File: config.mk
export PLATFORM = sky130hd
export DESIGN_NAME = signed_divide
export DESIGN_NICKNAME = d
export VERILOG_FILES = /design/src/rtl/dsp_bb_pkg.sv /design/src/rtl/signed_divide_step.sv /design/src/rtl/signed_divide.sv
export SDC_FILE = /design/constraint.sdc
export NUM_CORES = 1
export LEC_CHECK = 0
export BUFFER_PORTS_ARGS = -buffer_cell sky130_fd_sc_hd__buf_2
export CAP_MARGIN = 25
export CORE_ASPECT_RATIO = 2
export CORE_MARGIN = 2
export CORE_UTILIZATION = 59
export CTS_CLUSTER_DIAMETER = 100
export DETAILED_ROUTE_END_ITERATION = 12
export PLACE_DENSITY_LB_ADDON = 0.12
export SLEW_MARGIN = 25
export SYNTH_ARGS = -nofsm -noshare
export SYNTH_HDL_FRONTEND = slang
export SYNTH_SLANG_ARGS = --single-unit
File: constraint.sdc
create_clock -name i_clk -period 3.3 [get_ports i_clk]
set_clock_uncertainty 0.05 [all_clocks]
set_input_delay 0.66 -clock i_clk [delete_from_list [all_inputs] [get_ports i_clk]]
set_output_delay 0.66 -clock i_clk [all_outputs]
set_load 0.03 [all_outputs]
File: src/rtl/dsp_bb_pkg.sv
// Shared definitions for the DSP building blocks: divider FSM states and counter sizing.
// Latency: none (types and constant functions only).
// Backpressure: not applicable.
package dsp_bb_pkg;

  // Divider control states. IDLE accepts work, CALC iterates, FIX finalises signs.
  typedef enum logic [1:0] {
    ST_IDLE = 2'd0,
    ST_CALC = 2'd1,
    ST_FIX  = 2'd2
  } div_state_e;

  // Width of an iteration counter that must hold the value awidth.
  function automatic int div_cnt_width(input int awidth);
    return $clog2(awidth + 1);
  endfunction

endpackage

File: src/rtl/signed_divide_step.sv
// One restoring shift-subtract iteration on unsigned magnitudes.
// Latency: purely combinational.
// Backpressure: none; the caller decides when the result is registered.
//
// Ports:
//   i_prem    current partial remainder (always < i_divisor for a nonzero divisor)
//   i_bit     next dividend bit shifted into the partial remainder
//   i_divisor divisor magnitude
//   o_prem    next partial remainder
//   o_qbit    quotient bit produced by this iteration
module signed_divide_step #(
  parameter int BWIDTH = 16
) (
  input  logic [BWIDTH-1:0] i_prem,
  input  logic              i_bit,
  input  logic [BWIDTH-1:0] i_divisor,
  output logic [BWIDTH-1:0] o_prem,
  output logic              o_qbit
);

  logic [BWIDTH:0] shifted;
  logic [BWIDTH:0] diff;

  // Since i_prem < i_divisor, shifted < 2*i_divisor, so one extra bit is
  // enough for the trial subtraction and its MSB is a clean borrow flag.
  always_comb begin
    shifted = {i_prem, i_bit};
    diff    = shifted - {1'b0, i_divisor};
    o_qbit  = ~diff[BWIDTH];
    o_prem  = o_qbit ? diff[BWIDTH-1:0] : shifted[BWIDTH-1:0];
  end

endmodule

File: src/rtl/signed_divide.sv
// Sequential signed divider: quotient truncated toward zero, remainder takes the dividend's sign.
// Latency: o_valid in the cycle after edge k+AWIDTH+1 for a start accepted at edge k.
// Backpressure: none; i_start is only sampled while o_busy=0, otherwise dropped (no queue).
//
// Optional feature macro: SIGNED_DIVIDE_DBZ_EN -- zero divisor short-cuts IDLE->FIX and
// reports o_dbz=1 with zero quotient/remainder. Without it a zero divisor runs the full
// iteration count, o_quot/o_rem are meaningless and o_dbz stays 0.
//
// Ports:
//   i_clk, i_rst_n          clock, asynchronous active-low reset
//   i_start                 start request (accepted only when idle)
//   i_dividend, i_divisor   signed operands, sampled at acceptance only
//   o_busy                  high in CALC and FIX
//   o_valid                 one-cycle result strobe
//   o_quot (AWIDTH+1 bits)  signed quotient; extra bit makes MIN/-1 exact
//   o_rem                   signed remainder
//   o_dbz                   divide-by-zero flag, qualified by o_valid
module signed_divide
  import dsp_bb_pkg::*;
#(
  parameter int AWIDTH = 16,
  parameter int BWIDTH = 16
) (
  input  logic                     i_clk,
  input  logic                     i_rst_n,
  input  logic                     i_start,
  input  logic signed [AWIDTH-1:0] i_dividend,
  input  logic signed [BWIDTH-1:0] i_divisor,
  output logic                     o_busy,
  output logic                     o_valid,
  output logic signed [AWIDTH:0]   o_quot,
  output logic signed [BWIDTH-1:0] o_rem,
  output logic                     o_dbz
);

  localparam int CW = div_cnt_width(AWIDTH);

  div_state_e        state_q, state_d;
  logic [CW-1:0]     cnt_q, cnt_d;
  // Dividend magnitude; quotient bits shift in at the bottom as dividend bits
  // leave the top, so after AWIDTH iterations it holds the quotient magnitude.
  logic [AWIDTH-1:0] dvd_q, dvd_d;
  logic [BWIDTH-1:0] dvs_q, dvs_d;
  logic [BWIDTH-1:0] prem_q, prem_d;
  logic              qneg_q, qneg_d;
  logic              rneg_q, rneg_d;
  logic [AWIDTH:0]   quot_q, quot_d;
  logic [BWIDTH-1:0] rem_q, rem_d;
  logic              valid_q, valid_d;

  logic [AWIDTH-1:0] dvd_mag;
  logic [BWIDTH-1:0] dvs_mag;
  logic [AWIDTH:0]   quot_mag;
  logic [BWIDTH-1:0] step_prem;
  logic              step_qbit;

`ifdef SIGNED_DIVIDE_DBZ_EN
  logic dbz_pend_q, dbz_pend_d;
  logic dbz_q, dbz_d;
  logic dvs_zero;
  assign dvs_zero = (i_divisor == '0);
`endif

  // Magnitudes as unsigned values: negating the most negative operand
  // wraps to 2^(N-1), which is exactly the unsigned magnitude.
  always_comb begin
    dvd_mag = i_dividend;
    if (i_dividend[AWIDTH-1]) dvd_mag = -i_dividend;
    dvs_mag = i_divisor;
    if (i_divisor[BWIDTH-1]) dvs_mag = -i_divisor;
  end

  signed_divide_step #(
    .BWIDTH(BWIDTH)
  ) u_step (
    .i_prem   (prem_q),
    .i_bit    (dvd_q[AWIDTH-1]),
    .i_divisor(dvs_q),
    .o_prem   (step_prem),
    .o_qbit   (step_qbit)
  );

  assign quot_mag = {1'b0, dvd_q};

  always_comb begin
    state_d = state_q;
    cnt_d   = cnt_q;
    dvd_d   = dvd_q;
    dvs_d   = dvs_q;
    prem_d  = prem_q;
    qneg_d  = qneg_q;
    rneg_d  = rneg_q;
    quot_d  = quot_q;
    rem_d   = rem_q;
    valid_d = 1'b0;
`ifdef SIGNED_DIVIDE_DBZ_EN
    dbz_pend_d = dbz_pend_q;
    dbz_d      = dbz_q;
`endif

    unique case (state_q)
      ST_IDLE: begin
        if (i_start) begin
          dvd_d   = dvd_mag;
          dvs_d   = dvs_mag;
          prem_d  = '0;
          qneg_d  = i_dividend[AWIDTH-1] ^ i_divisor[BWIDTH-1];
          rneg_d  = i_dividend[AWIDTH-1];
          cnt_d   = CW'(AWIDTH);
          state_d = ST_CALC;
`ifdef SIGNED_DIVIDE_DBZ_EN
          dbz_pend_d = dvs_zero;
          if (dvs_zero) begin
            cnt_d   = '0;
            state_d = ST_FIX;
          end
`endif
        end
      end

      ST_CALC: begin
        prem_d = step_prem;
        dvd_d  = {dvd_q[AWIDTH-2:0], step_qbit};
        cnt_d  = cnt_q - CW'(1);
        if (cnt_q == CW'(1)) state_d = ST_FIX;
      end

      ST_FIX: begin
        quot_d  = qneg_q ? -quot_mag : quot_mag;
        rem_d   = rneg_q ? -prem_q : prem_q;
        valid_d = 1'b1;
        state_d = ST_IDLE;
`ifdef SIGNED_DIVIDE_DBZ_EN
        dbz_d = dbz_pend_q;
        if (dbz_pend_q) begin
          quot_d = '0;
          rem_d  = '0;
        end
`endif
      end

      default: state_d = ST_IDLE;
    endcase
  end

  always_ff @(posedge i_clk or negedge i_rst_n) begin
    if (!i_rst_n) begin
      state_q <= ST_IDLE;
      cnt_q   <= '0;
      dvd_q   <= '0;
      dvs_q   <= '0;
      prem_q  <= '0;
      qneg_q  <= 1'b0;
      rneg_q  <= 1'b0;
      quot_q  <= '0;
      rem_q   <= '0;
      valid_q <= 1'b0;
    end else begin
      state_q <= state_d;
      cnt_q   <= cnt_d;
      dvd_q   <= dvd_d;
      dvs_q   <= dvs_d;
      prem_q  <= prem_d;
      qneg_q  <= qneg_d;
      rneg_q  <= rneg_d;
      quot_q  <= quot_d;
      rem_q   <= rem_d;
      valid_q <= valid_d;
    end
  end

`ifdef SIGNED_DIVIDE_DBZ_EN
  always_ff @(posedge i_clk or negedge i_rst_n) begin
    if (!i_rst_n) begin
      dbz_pend_q <= 1'b0;
      dbz_q      <= 1'b0;
    end else begin
      dbz_pend_q <= dbz_pend_d;
      dbz_q      <= dbz_d;
    end
  end
  assign o_dbz = dbz_q;
`else
  assign o_dbz = 1'b0;
`endif

  assign o_busy  = (state_q != ST_IDLE);
  assign o_valid = valid_q;
  assign o_quot  = quot_q;
  assign o_rem   = rem_q;

endmodule
After elaboration in Yosys (flattened, before gate mapping) --
Index checks and enable logic that the tools add are counted.
Operators by class: $add $sub $neg 6, equal/unequal tests 5, mux-type cells 15, bitwise gates (word level) 2, reduce and logical (&&, ||, !) cells 6
Operator list (number):
- 16-bit 2-to-1 mux | 6
- 16-bit case mux with 2 select lines | 2
- 16-bit negator | 3
- 17-bit 2-to-1 mux | 1
- 16-bit negator with 17-bit output | 1
- 17-bit by 16-bit subtractor with 17-bit output | 1
- 5-bit case mux with 2 select lines | 1
- 2-bit AND reduction | 3
- 5-bit by 1-bit equality test with 1-bit output (second input constant) | 1
- 5-bit 2-to-1 mux | 1
- 5-bit by 1-bit subtractor with 5-bit output (second input constant) | 1
- 2-bit 2-to-1 mux | 2
- 2-bit inequality test (second input constant) | 2
- 2-bit case mux with 2 select lines | 1
- 2-bit nonzero test | 2
- 2-bit by 1-bit equality test with 1-bit output (second input constant) | 1
- 2-bit equality test (second input constant) | 1
- 2-bit logical NOT | 1
- 1-bit 2-to-1 mux | 1
- 1-bit inverter | 1
- 1-bit bitwise XOR | 1
Word-level totals: flip-flop bits (word level) 91, input bits 35, logic and storage cells 44

Depth between registers and ports, before layout --
Gate-level depths: netlist (run 1).
word-level depth 4, gate-level depth with buffers 11, mapped depth without buffers 10

Cells and area by module --
Synthesis (run 1) repeated with hierarchy kept, for this count alone.
Second synthesis, totals: cell total of the unflattened synthesis 640, area total of the unflattened synthesis 5704.2 um^2
By module, submodules not included:
- signed_divide | times used 1, cells each 512, area each 4694.5 um^2
- signed_divide_step | times used 1, cells each 128, area each 1009.7 um^2

Worst setup path before layout (run 1) --
Ideal clock, no wire load.
path type flip-flop to flip-flop, from reg prem_q[6], to reg prem_q[15], setup time 0.080 ns, arrival time 2.634 ns, required time 3.170 ns, setup slack 0.536 ns, stages on the path, launching flop included 9, path buffers 0, cell sequence dfrtp_1 > ha_1 > a21o_1 > a221o_1 > a221o_1 > o2111ai_2 > nand3_2 > or4_1 > o211ai_2
On the way: cells in the longest elaborated chain, start to end 3
Ends and longest elaborated chain:
- start, declared | line signed_divide.sv:44 | logic [BWIDTH-1:0] prem_q, prem_d;
- start signal, assigned | line signed_divide.sv:163 | prem_q <= prem_d;
- 17-bit by 16-bit subtractor with 17-bit output | line signed_divide_step.sv:28 | diff = shifted - {1'b0, i_divisor};
- 16-bit 2-to-1 mux | line signed_divide_step.sv:30 | o_prem = o_qbit ? diff[BWIDTH-1:0] : shifted[BWIDTH-1:0];
- 16-bit case mux with 2 select lines | line signed_divide.sv:101 | unique case (state_q)
No other way between the ends. A chain may end at the register's enable or synchronous reset.

Worst setup path in the final report (run 1) --
from reg prem_q[6], to reg prem_q[2]
The elaborated chain is that of the path after synthesis.

==> results.md, run 1 <==
- Die width: 72.9 microns
- Main synth FF type: dfrtp_1
- Htree depth: 3
- I/O Buffers: between 60 and 70
- Status: completed
- Grt ovf: 0
- Setup bufs post-CTS: 0
- Netlist cell types: 47
- Fin. Hold Viols: 0
- GPL Wtd Cong: between 0.9 and 1
- Power Total: between 7 and 8 mW
- Max-cap viol count: 0
- Crit. End Element: register
- Worst rel slew slack: 0.483
- Most frequent CP cell: a221o_1
- Ys Warns: 0
- Wire per inst: roughly 17 microns
- First-pass iteration count of the detailed router: 5
- Hold_buf cts: 0
- Seq cells post-synth: 91
- CP max FO: 20
- CTS max path bufs: 2
- IR drop worst, VDD: around 0.55 mV
- Mapped Avg Cell Area: 8.84 sq um
- Most frequent cells in the layout: o21ai_0, dfrtp_1, nand2_1
- Clk Latency, worst-skew pair: 340 ps
- Final WS setup: 209 ps
- Min-delay worst type: in2async
- Routed wire length: ~14 mm
- Worst reg-to-reg setup slack: 210 ps
- Ports: 71
- Initial Utilization: 0.601
- Vias: between 4000 and 5000
- Worst r2r src: prem_q[6]$_DFFE_PN0P_
- Layout cell share with drive strength beyond 1: 0.151
- CTS tree: done
- Worst Path Required: 3450 ps
- Period utilisation layout: 0.937
- Pre-CTS setup slack: between 200 and 250 ps
- Leakage: slightly above 3 nW
- Setup-failing EPs final: 0
- First-pass GRT wire length: ~22 mm
- Pwr per Cell Area: between 1000 and 1500 nW/um^2
- R2r endpoint: prem_q[2]$_DFFE_PN0P_
- Max Freq: roughly 0.32 GHz
- Slowest stage delay, CP: roughly 450 ps
- Crit path time final: between 3000 and 4000 ps
- Syn Nets: ~690
- Post-cts sizing count: 0
- Row count: 50
- Antenna-violating nets left: 0
- Die Height: between 100 and 150 microns
- Syn Inst Count: about 630
- Startpoint types: register
- Slowest cell on crit path: dfrtp_1
- Initial antenna violation count: 0
- Final HPWL from detailed placement: 10.4 mm
- Vias per cell: 6.03
- Worst Reg-to-Reg Cells: 9
- DR DRC count: 0
- GRT Overall Usage: 0.276
- Worst Max-Slew Pin Slew: 768 ps
- Synthesized area: between 5000 and 6000 sq um
- Die Area: slightly above 10000 sq um
- Post-synth EDFFs: 0
- Synthesis-to-finish area growth: 14.0%
- Worst path cell trace: ha_1 -> a21o_1 -> a221o_1 -> a221o_1 -> o311a_1 -> nand3_2 -> buf_4 -> mux2i_1 -> o21ai_0
- Largest net degree at the start of global routing: 57
- Commonest non-fill, non-tap cell in the layout: o21ai_0
- WS Path Type: reg2reg
- RSZ-0062 raised after global routing: false
- Async S/R FF share, synth: 1.00
- CORE AREA: between 9000 and 10000 sq um
- Ant. Diodes: 0
- Crit path arrival time: between 3000 and 4000 ps
- Root Driver: clkbuf_16
- Post-layout util: 0.685
- CTS clock-pin slew for the worst setup and hold paths: 70 ps
- First DRT Iteration DRCs: between 300 and 400
- Slew Viols, Final: 0
- CTS Buf Count: 9
- CTS Sinks: 91
- Vias in the first global route: 4776
- Seq/Total Area, Yosys: 0.407
- Nets: 754
- Final TNS setup: 0 ps
[worst max-delay path: cells and delay by family (launching register included)]
family / cells / cell delay (ps)
compound gates: 5 / 1500
fa+ha+maj: 1 / 370
buf+inv: 1 / 280
flops: 1 / 450
mux: 1 / 210
simple gates: 1 / 80
[area by class of cell]
class | instances | area [sq um]
Timing Repair Buffer | 84 | 460
Tap cell | 104 | 130
Sequential cell | 91 | 2280
Clock inverter | 7 | 96.3
Inverter | 37 | 139
Multi-Input combinational cell | 473 | 3050
Clock buffer | 9 | 225
Fill cell | 776 | 2940
[cell usage after synthesis, types with 2 or more instances]
cell        n  share of area
nor3_1     12          0.011
and2_1      5         0.0056
nor2_1     17          0.011
a21oi_1    17          0.015
nand2b_1    8         0.0089
o41ai_1     7          0.011
nand3_1    24          0.021
or4_1       9          0.012
buf_1       3         0.0020
o2111ai_1   3         0.0047
ha_1       22          0.049
xnor2_1    25          0.039
buf_4       3         0.0040
nand4_1     2         0.0022
o22ai_1     4         0.0045
a41oi_1     2         0.0031
clkbuf_1   26          0.017
o21a_1      4         0.0054
a31oi_1     3         0.0034
o21ai_0    93          0.083
mux2i_1    15          0.027
a221o_1     2         0.0036
a21o_1      3         0.0040
nor4_1      5         0.0056
or3_1       8         0.0089
dfrtp_1    91           0.41
nand2_1    83          0.056
xor2_1     40          0.063
o221ai_1    2         0.0031
o311ai_0    4         0.0063
and3_1      3         0.0034
o311a_1     2         0.0036
o31ai_1    18          0.024
a22oi_1    14          0.019
inv_1      37          0.025
nand4b_1    2         0.0031
nor2b_1     5         0.0056
[report_power, final]
part | switching, mW | total (mW) | internal, mW
sequential | 0.525 | 2.13 | 1.61
clock | 0.451 | 1.12 | 0.669
combinational | 2.44 | 4.16 | 1.73
[metrics by stage]
stage / instance area, sq um / hold WS, ps / instances
final: 6380 / 314 / 805
after global routing: 6380 / 361 / 805
after CTS: 6380 / 336 / 805
after detailed placement: 6060 / 400 / 789
after global placement: 6060 / 400 / 789
after floorplan: 5600 / 314 / 633
[registers in the layout, summed over array words and instances, names as in the netlist]
signal / count
cnt_q: 5
dvd_q: 16
dvs_q: 16
o_quot: 17
o_rem: 16
o_valid: 1
prem_q: 16
qneg_q: 1
rneg_q: 1
state_q: 2
[layer usage]
metal	global-route usage	part of all wire	vias to the layer above	wire length (microns)
met4	0.170	0.054	0	728
met1	0.277	0.37	2314	5030
met3	0.0440	0.028	43	375
li1	-	-	2379	-
met5	0	0	-	0
met2	0.509	0.55	121	7410
[cells by family (layout without fill, tap and decap cells)]
group                    Yosys count  in the layout  share of synthesized area
AND/OR/NAND/NOR                  187            187                      0.161
AO/OA/AOI/OAI                    181            181                      0.200
flip-flops                        91             91                      0.407
buffers and inverters             69            137                     0.0483
XOR/XNOR                          65             65                      0.102
adder cells (fa/ha/maj)           23             23                     0.0527
multiplexers                      16             16                     0.0288
other                              1              1                   0.000670
[how the worst max path moves through the flow]
stage | start | end
finish | prem_q[6]$_DFFE_PN0P_ | prem_q[2]$_DFFE_PN0P_
global route | prem_q[6]$_DFFE_PN0P_ | prem_q[3]$_DFFE_PN0P_
CTS | prem_q[7]$_DFFE_PN0P_ | prem_q[7]$_DFFE_PN0P_
detailed placement | prem_q[7]$_DFFE_PN0P_ | prem_q[7]$_DFFE_PN0P_
global placement | prem_q[6]$_DFFE_PN0P_ | prem_q[8]$_DFFE_PN0P_
floorplan | prem_q[6]$_DFFE_PN0P_ | prem_q[15]$_DFFE_PN0P_
(Power assumes the default switching activity.)
==> inputs of run 2 (changes only) <==
- CORE_UTILIZATION: 59 -> 35
==> run 2 against run 1 <==
Net effect:
- final cell count rose by 12%
- routed wire length up 11%
- setup slack better by 62 ps
- total power grew 0.66%
- worst hold slack lost 82 ps
- utilization is 27 points lower
- sequential share of layout area is 0.69 points lower
- largest power group unchanged
==> results.md, run 2 (same netlist as run 1, synthesis figures left out) <==
- Row count: 65
- Crit path time final: 3030 ps
- Max reg flops: 17
- First-pass GRT wire length: 24.7 mm
- Commonest non-fill, non-tap cell in the layout: o21ai_0
- CTS clock-pin slew for the worst setup and hold paths: roughly 70 ps
- Htree depth: 3
- Crit. End Element: register
- Ports: 71
- Post-cts sizing count: 0
- Worst rel slew slack: 0.478
- Clk Latency, worst-skew pair: roughly 360 ps
- Hold_buf cts: 0
- Setup bufs post-CTS: 0
- Status: completed
- Vias: between 4000 and 5000
- Fin. Hold Viols: 0
- Wire per inst: about 17 microns
- First DRT Iteration DRCs: 140
- Die Height: ~180 microns
- Startpoint types: register
- Initial Utilization: 0.357
- GRT Overall Usage: 0.187
- CORE AREA: 15700 sq um
- IR drop worst, VDD: 0.342 mV
- Pwr per Cell Area: ~1100 nW/um^2
- CP Launch Point: prem_q[6]$_DFFE_PN0P_
- Leakage: ~3 nW
- WS Path Type: reg2reg
- Slew Viols, Final: 0
- Die width: around 93 microns
- CTS tree: done
- Fillers: ~1600
- Layout cell share with drive strength beyond 1: 0.150
- Nets: about 750
- Vias per cell: around 5.2
- Worst Max-Slew Pin Slew: between 700 and 800 ps
- First-pass iteration count of the detailed router: 4
- RSZ-0062 raised after global routing: false
- Max Freq: between 0.3 and 0.4 GHz
- Crit path arrival time: 3250 ps
- Power Total: approximately 7.5 mW
- Root Driver: clkbuf_16
- Grt ovf: 0
- Reg area: between 2000 and 2500 sq um
- Min-delay worst type: in2async
- Setup-failing EPs final: 0
- Ant. Diodes: 0
- Worst Path Required: ~3500 ps
- Slowest cell on crit path: or4_1
- Routed wire length: about 15 mm
- Final HPWL from detailed placement: 11.8 mm
- Most frequent CP cell: a221o_1
- Most frequent cells in the layout: o21ai_0, dfrtp_1, nand2_1
- I/O Buffers: 69
- DR DRC count: 0
- Vias in the first global route: 4976
- Multi-input logic area: 3050 sq um
- CP max FO: 6
- Final TNS setup: 0 ps
- Worst r2r src: prem_q[6]$_DFFE_PN0P_
- Initial antenna violation count: 0
- Period utilisation layout: 0.918
- Placed Area: a little over 6000 sq um
- Die Area: ~17000 sq um
- CTS Buf Count: 9
- Worst reg-to-reg setup slack: between 200 and 300 ps
- Hold slack: 232 ps
- CTS max path bufs: 2
- CTS Sinks: 91
- Worst path cell trace: ha_1 -> a21o_1 -> a221o_1 -> a221o_1 -> o2111ai_2 -> nand3_2 -> or4_1 -> o211ai_2
- Final instance area: about 6500 sq um
- Slowest stage delay, CP: roughly 540 ps
- Largest net degree at the start of global routing: 53
- Synthesis-to-finish area growth: 16.2%
- Antenna-violating nets left: 0
- Max-cap viol count: 0
- GPL Wtd Cong: a little under 0.9
run 2: cell count changes in the layout (fill, tap and decap cells not counted), sizes merged:
cell,delta
buf,-1
clkinvlp,+1
clkbuf,+1
bufinv,-1
clkinv,-1
run 2: final cells by class:
type,instances,share of cell area
multi-input cells,473,0.469
flip-flops and latches,91,0.350
repair buffers,83,0.0735
well taps,201,0.0387
clock buffers,10,0.0367
inverters,37,0.0213
clock inverters,6,0.0106
run 2: final timing paths:
kind	end	cells past startpoint
max	prem_q[15]$_DFFE_PN0P_	8
min	state_q[0]$_DFFE_PN0P_	1
max reg2reg	prem_q[15]$_DFFE_PN0P_	8
min reg2reg	o_quot[10]$_DFFE_PN0P_	2
max in group asynchronous	o_rem[12]$_DFFE_PN0P_	2
min in group i_clk	o_quot[10]$_DFFE_PN0P_	2
run 2: power breakdown:
part,switching [mW],total [mW],internal (mW)
clock network,0.470,1.08,0.615
registers,0.529,2.13,1.61
logic,2.47,4.24,1.78
run 2: per-layer routing:
metal	GRT usage	wire length [microns]
met5	0	0
met4	0.0712	313
met3	0.0325	397
met2	0.376	8850
met1	0.182	5460
run 2: worst max-delay path, delay by kind of cell (launching register included):
| kind | cells | cell delay [ps] |
|---|---|---|
| adders and majority gates | 1 | 370 |
| and+or+nand+nor | 2 | 670 |
| AOI/OAI and AO/OA | 5 | 1390 |
| DFF | 1 | 450 |
run 2: metrics by stage:
| stage | utilization | cells | setup WS, ps |
|---|---|---|---|
| 6_report | 0.415 | 901 | 271 |
| 3_5_place_dp | 0.395 | 885 | 278 |
| 2_1_floorplan | - | 633 | 536 |
| 4_1_cts | 0.415 | 901 | 251 |
| 5_1_grt | 0.415 | 901 | 148 |
| 3_3_place_gp | 0.395 | 885 | 367 |
